===== config.mk =====
export PLATFORM = sky130hd
export DESIGN_NAME = fuzzify_pipe
export DESIGN_NICKNAME = d
export VERILOG_FILES = /design/src/rtl/fuzzy_pkg.sv /design/src/rtl/fuzz_tri.sv /design/src/rtl/fuzzify_pipe.sv
export SDC_FILE = /design/constraint.sdc
export NUM_CORES = 1
export LEC_CHECK = 0
export ABC_AREA = 1
export CELL_PAD_IN_SITES_DETAIL_PLACEMENT = 0
export CELL_PAD_IN_SITES_GLOBAL_PLACEMENT = 1
export CORE_MARGIN = 1.5
export CORE_UTILIZATION = 37
export DETAILED_ROUTE_END_ITERATION = 10
export GPL_TIMING_DRIVEN = 0
export PLACE_DENSITY = 0.74
export SLEW_MARGIN = 20
export SYNTH_ARGS = -nofsm -noshare
export SYNTH_HDL_FRONTEND = slang
export SYNTH_HIERARCHICAL = 1
export SYNTH_SLANG_ARGS = --single-unit

===== constraint.sdc =====
create_clock -name clk -period 1.97 [get_ports clk]
set_input_delay 0.2955 -clock clk [delete_from_list [all_inputs] [get_ports clk]]
set_output_delay 0.2955 -clock clk [all_outputs]
set_load 0.01 [all_outputs]

===== src/rtl/fuzzy_pkg.sv =====
// Shared definitions for the fuzzy-logic pipeline stages.
// Holds the membership scale constants, the default pixel and membership
// widths, and the membership-triple struct exchanged with the defuzzifier.
package fuzzy_pkg;

  localparam int PIX_W_DEF = 8;
  localparam int M_W_DEF   = 10;

  // Membership scale: 256 is full membership, 128 is half.
  localparam logic [M_W_DEF-1:0] M_ONE  = 10'd256;
  localparam logic [M_W_DEF-1:0] M_HALF = 10'd128;

  typedef struct packed {
    logic [M_W_DEF-1:0] min;
    logic [M_W_DEF-1:0] mid;
    logic [M_W_DEF-1:0] max;
  } m_triple_t;

endpackage


===== src/rtl/fuzz_tri.sv =====
// Combinational triangular fuzzifier.
// Maps an 8-bit (gain-adjusted) gradient dg onto three memberships
// (low, mid, high) on the 0..256 scale. The three always sum to 256.
// Ports:
//   dg  in  8         gradient value
//   m   out triple    memberships {min, mid, max}
module fuzz_tri
  import fuzzy_pkg::*;
(
  input  logic [7:0] dg,
  output m_triple_t  m
);

  localparam logic [M_W_DEF-1:0] M_TWO = M_ONE << 1;

  logic [M_W_DEF-1:0] dg_wide;
  logic [M_W_DEF-1:0] dg2;

  assign dg_wide = M_W_DEF'(dg);
  assign dg2     = dg_wide << 1;

  always_comb begin
    m = '0;
    if (dg_wide < M_HALF) begin
      // Rising edge of mid, falling edge of min.
      m.min = M_ONE - dg2;
      m.mid = dg2;
    end else begin
      // Falling edge of mid, rising edge of max; 2*(dg-128) == 2*dg - 256.
      m.mid = M_TWO - dg2;
      m.max = dg2 - M_ONE;
    end
  end

endmodule


===== src/rtl/fuzzify_pipe.sv =====
// Three-stage pipelined fuzzifier for a grayscale pixel stream.
// Stage 1 captures the pixel together with the previous accepted pixel,
// stage 2 forms the gain-adjusted horizontal gradient, stage 3 registers
// the triangular memberships onto the outputs. A single enable stalls
// every stage whenever the output is held.
// Ports:
//   clk, rst              clock, synchronous active-high reset
//   pix_valid/ready/data  input pixel handshake and data
//   pix_sol               first pixel of a line (qualified by pix_valid)
//   m_valid/ready         output triple handshake
//   m_sol                 sol tag travelling with the triple
//   m_min/m_mid/m_max     memberships, 0..256 zero-extended to M_W
module fuzzify_pipe
  import fuzzy_pkg::*;
#(
  parameter int PIX_W = PIX_W_DEF,
  parameter int M_W   = M_W_DEF,
  parameter int GAIN  = 0
) (
  input  logic             clk,
  input  logic             rst,
  input  logic             pix_valid,
  output logic             pix_ready,
  input  logic [PIX_W-1:0] pix_data,
  input  logic             pix_sol,
  output logic             m_valid,
  input  logic             m_ready,
  output logic             m_sol,
  output logic [M_W-1:0]   m_min,
  output logic [M_W-1:0]   m_mid,
  output logic [M_W-1:0]   m_max
);

  logic en;
  logic in_xfer;

  // Stage 1
  logic             s1_valid_reg;
  logic [PIX_W-1:0] s1_pix_reg;
  logic [PIX_W-1:0] s1_prev_reg;
  logic             s1_sol_reg;
  logic [PIX_W-1:0] prev_reg;
  logic             first_reg;

  // Stage 2
  logic             s2_valid_reg;
  logic [7:0]       s2_dg_reg;
  logic             s2_sol_reg;

  // Stage 3 (outputs)
  logic             m_valid_reg;
  logic             m_sol_reg;
  m_triple_t        m_tri_reg;

  logic [PIX_W-1:0]      d;
  logic [PIX_W+GAIN-1:0] d_shift;
  logic [7:0]            dg_next;
  m_triple_t             tri_next;

  assign en        = !m_valid_reg || m_ready;
  assign pix_ready = en;
  assign in_xfer   = pix_valid && en;

  // Gradient magnitude; a line start has no left neighbour, so d is 0.
  always_comb begin
    d = '0;
    if (!s1_sol_reg) begin
      d = (s1_pix_reg >= s1_prev_reg) ? (s1_pix_reg - s1_prev_reg)
                                      : (s1_prev_reg - s1_pix_reg);
    end
  end

  // Gain is applied in a widened word so overflow can be detected and
  // clamped to 255 rather than wrapping.
  assign d_shift = (PIX_W+GAIN)'(d) << GAIN;

  generate
    if (PIX_W + GAIN > 8) begin : g_sat
      assign dg_next = (|d_shift[PIX_W+GAIN-1:8]) ? 8'hFF : d_shift[7:0];
    end else begin : g_nosat
      assign dg_next = 8'(d_shift);
    end
  endgenerate

  fuzz_tri u_tri (
    .dg (s2_dg_reg),
    .m  (tri_next)
  );

  always_ff @(posedge clk) begin
    if (rst) begin
      s1_valid_reg <= 1'b0;
      s1_pix_reg   <= '0;
      s1_prev_reg  <= '0;
      s1_sol_reg   <= 1'b0;
      prev_reg     <= '0;
      first_reg    <= 1'b1;
      s2_valid_reg <= 1'b0;
      s2_dg_reg    <= '0;
      s2_sol_reg   <= 1'b0;
      m_valid_reg  <= 1'b0;
      m_sol_reg    <= 1'b0;
      m_tri_reg    <= '0;
    end else if (en) begin
      s1_valid_reg <= in_xfer;
      if (in_xfer) begin
        s1_pix_reg  <= pix_data;
        s1_prev_reg <= prev_reg;
        s1_sol_reg  <= pix_sol || first_reg;
        // prev only tracks accepted pixels, so gradients span bubbles.
        prev_reg    <= pix_data;
        first_reg   <= 1'b0;
      end
      s2_valid_reg <= s1_valid_reg;
      s2_dg_reg    <= dg_next;
      s2_sol_reg   <= s1_sol_reg;
      m_valid_reg  <= s2_valid_reg;
      m_sol_reg    <= s2_sol_reg;
      m_tri_reg    <= tri_next;
    end
  end

  assign m_valid = m_valid_reg;
  assign m_sol   = m_sol_reg;
  assign m_min   = M_W'(m_tri_reg.min);
  assign m_mid   = M_W'(m_tri_reg.mid);
  assign m_max   = M_W'(m_tri_reg.max);

endmodule


==> impl_metrics.yaml <==
run_status:
  outcome: "finished clean"
critical_path:
  path_delay_family: "simple AND/OR/NAND/NOR gates"
  crit_chain: "ha_4 > inv_2 > fa_2 > nand2_2 > nand2_4 > nand3_4 > nand3_4 > inv_6 > nand2_1 > nand3_1 > a21oi_1"
  worstPathArrival_ns: 2.08
  setup.worst_path.end_class: "flop"
  startpoint_type: "flop"
  max_stage_delay_ns: 0.40
  worstSetupPathType: "flop to flop"
  cp.required_ns: 2.17
  r2r_start: "s1_prev_reg[0]"
  rrSetupSlack_ns: 0.09
  critical_path_buf_inv_count: 2
  cp_common_cell: "nand3_4"
  reg2reg_to: "s2_dg_reg[4]"
  worst_path_max_delay_cell: "fa_2"
  cp_max_fo: 6
  ff2ff_path_depth: 11
die:
  initial_core_util_pct: 38.0
  io_pins: 46
  fp.coreArea_um2: 8680
  rows: 34
  chipHeight_um: 97.5
  die_w_um: 97.5
  fp.dieArea_um2: 9500
placed_design:
  dpl.hpwl_um: 6200
  placed_cell_area_um2: 3910
  preCtsSetupSlack_ns: -0.411
  dp.cells: 645
  io_buffers: 45
  place_congestion: 0.792
route:
  final_antenna_net_count: 0
  wl_per_cell_um: 12.2
  drt-initial-drc-count: 175
  vias_per_cell: 4.75
  drc: 0
  vias: 3147
  drt-total-wl_um: 8100
  drt-pass1-iter-count: 4
finish:
  diodes: 0
  syn_to_final_growth_pct: 27.6
  final_common_cell: "nand2_1"
  layout_common_cells: "nand2_1 (91), nor2_1 (83), dfxtp_1 (60)"
  fin_cells: 663
  layout-drive-gt1-share_pct: 11.4
  design.final.nets: 581
  design_area_um2: 4210
  finish.utilization_pct: 48.5
clock_tree:
  cts_max_path_buffers: 2
  htreeDepth: 3
  insertion_delay_ns: 0.34
  cts.sink_count: 61
  cts-root-buf: "clkbuf_8"
  cts_tree: "built"
  clk_pin_slew_ns: 0.07
  cts_buffers: 9
sta:
  timing.hold.ws_ns: 0.454
  max_freq_ghz: 0.533
  min_period_ns: 1.88
  finalHoldViolCount: 0
  fin_setup_tns_ns: 0
  slew_violations: 0
  tightest_slew_ns: 0.683
  finalCritPeriodShare_pct: 95.2
  setup_slack_ns: 0.0942
  setup_viol: 0
  finClkSkew_ns: 0.0124
  slew_headroom_pct: 54.3
global_routing:
  grt_util_met3_pct: 3.38
  grt_pass1_vias: 2862
  grt_busiest_layer: "met2"
  track_usage_pct: 18.0
  grt_pass1_wl_um: 13700
  use_met2_pct: 27.0
  antenna_found_initial: 0
  grt_overflow_total: 0
  grt_max_degree: 19
  use_met1_pct: 25.6
yosys:
  netlist.area_leader.share_pct: 37.0
  syn_area_per_cell_um2: 6.79
  synth_largest_area_cell: "dfxtp_1"
  synth_edf_count: 0
  synth_seq_area_share_pct: 37.0
  synthArstFlopShare_pct: 0
  synthTopCellsByArea: "dfxtp_1 (37%), nand2_1 (11%), nor2_1 (9.4%)"
  netlist_area_um2: 3300
  synthCells: 486
  yosysWarnings: 6
  yosysUniqueCellTypes: 30
  ys.flop_type: "dfxtp_1"
  synth-seq-cells: 61
hold_path:
  hp-class: "flop to flop"
  min-delay-start: "first_reg"
  whs_path_depth: 2
  min_to: "first_reg"
power:
  p_leak_nw: 2.04
  vdd_drop_max_mv: 0.389
  p_per_area_nw_per_um2: 956
  power_mw: 4.03
job:
  maxCapViolations: 0
[how the worst max path moves through the flow]
stage / start / end / slack (ns) / depth (start not counted)
2_1_floorplan: prev_reg[0] / s2_dg_reg[5] / 0.29 / 12
3_3_place_gp: m_ready / pix_ready / -0.39 / 5
5_1_grt: prev_reg[0] / s2_dg_reg[4] / -0.01 / 12
3_5_place_dp: m_ready / pix_ready / -0.41 / 5
4_1_cts: m_ready / pix_ready / 0.002 / 4
6_report: s1_prev_reg[0] / s2_dg_reg[4] / 0.09 / 11
[timing repair]
action,CTS,global route
gates cloned,1,0
hold buffers,0,0
gates resized for setup,3,17
pin swaps,2,5
setup buffers,0,2
endpoints found under the setup margin,7,8
[cell families after synthesis]
logic type / Yosys count / synth area share [%]
DFF: 61 / 37.0
AOI/OAI and AO/OA: 87 / 13.4
xor gates and xnor gates: 5 / 1.33
other: 1 / 0.114
adders and majority gates: 18 / 7.28
and+or+nand+nor: 222 / 29.1
buffers and inverters: 92 / 11.8
[final cells by class]
class,count,area [um2]
timing repair buffer,47,468
buffer,27,143
fill,941,4470
tap,108,135
clock inverter,5,82.6
multi-input combinational,340,1770
sequential,61,1220
clock buffer,11,141
inverter,64,250
[where the power goes]
part	leakage, nW	internal [mW]	switching [mW]
clock	0.114	0.752	0.513
sequential	0.504	1.38	0.117
combinational	1.42	0.527	0.733
total	2.04	2.66	1.36
[synth_stat cells, types with 2 or more instances]
cell / count
a21oi_1: 30
buf_2: 6
buf_4: 9
clkbuf_1: 12
dfxtp_1: 61
fa_1: 2
ha_1: 16
inv_1: 61
inv_2: 2
nand2_1: 94
nand2_2: 3
nand3_1: 22
nand3_2: 4
nand4_1: 5
nor2_1: 83
nor2_2: 2
nor2_4: 3
nor3_1: 3
o21ai_0: 54
xor2_1: 4
[layer usage]
layer / vias up / wire length [um]
met3: 7 / 317
met5: - / 0
li1: 1644 / -
met1: 1443 / 4210
met2: 53 / 3490
met4: 0 / 85
[worst register-to-register path: cells and delay by family (launching register included)]
family / cells / cell delay, ns
flip-flops: 1 / 0.39
buffers and inverters: 2 / 0.17
adder cells (fa/ha/maj): 2 / 0.55
AO/OA/AOI/OAI: 1 / 0.08
AND/OR/NAND/NOR: 6 / 0.56
Note: power is estimated with default switching activity, not from simulation.
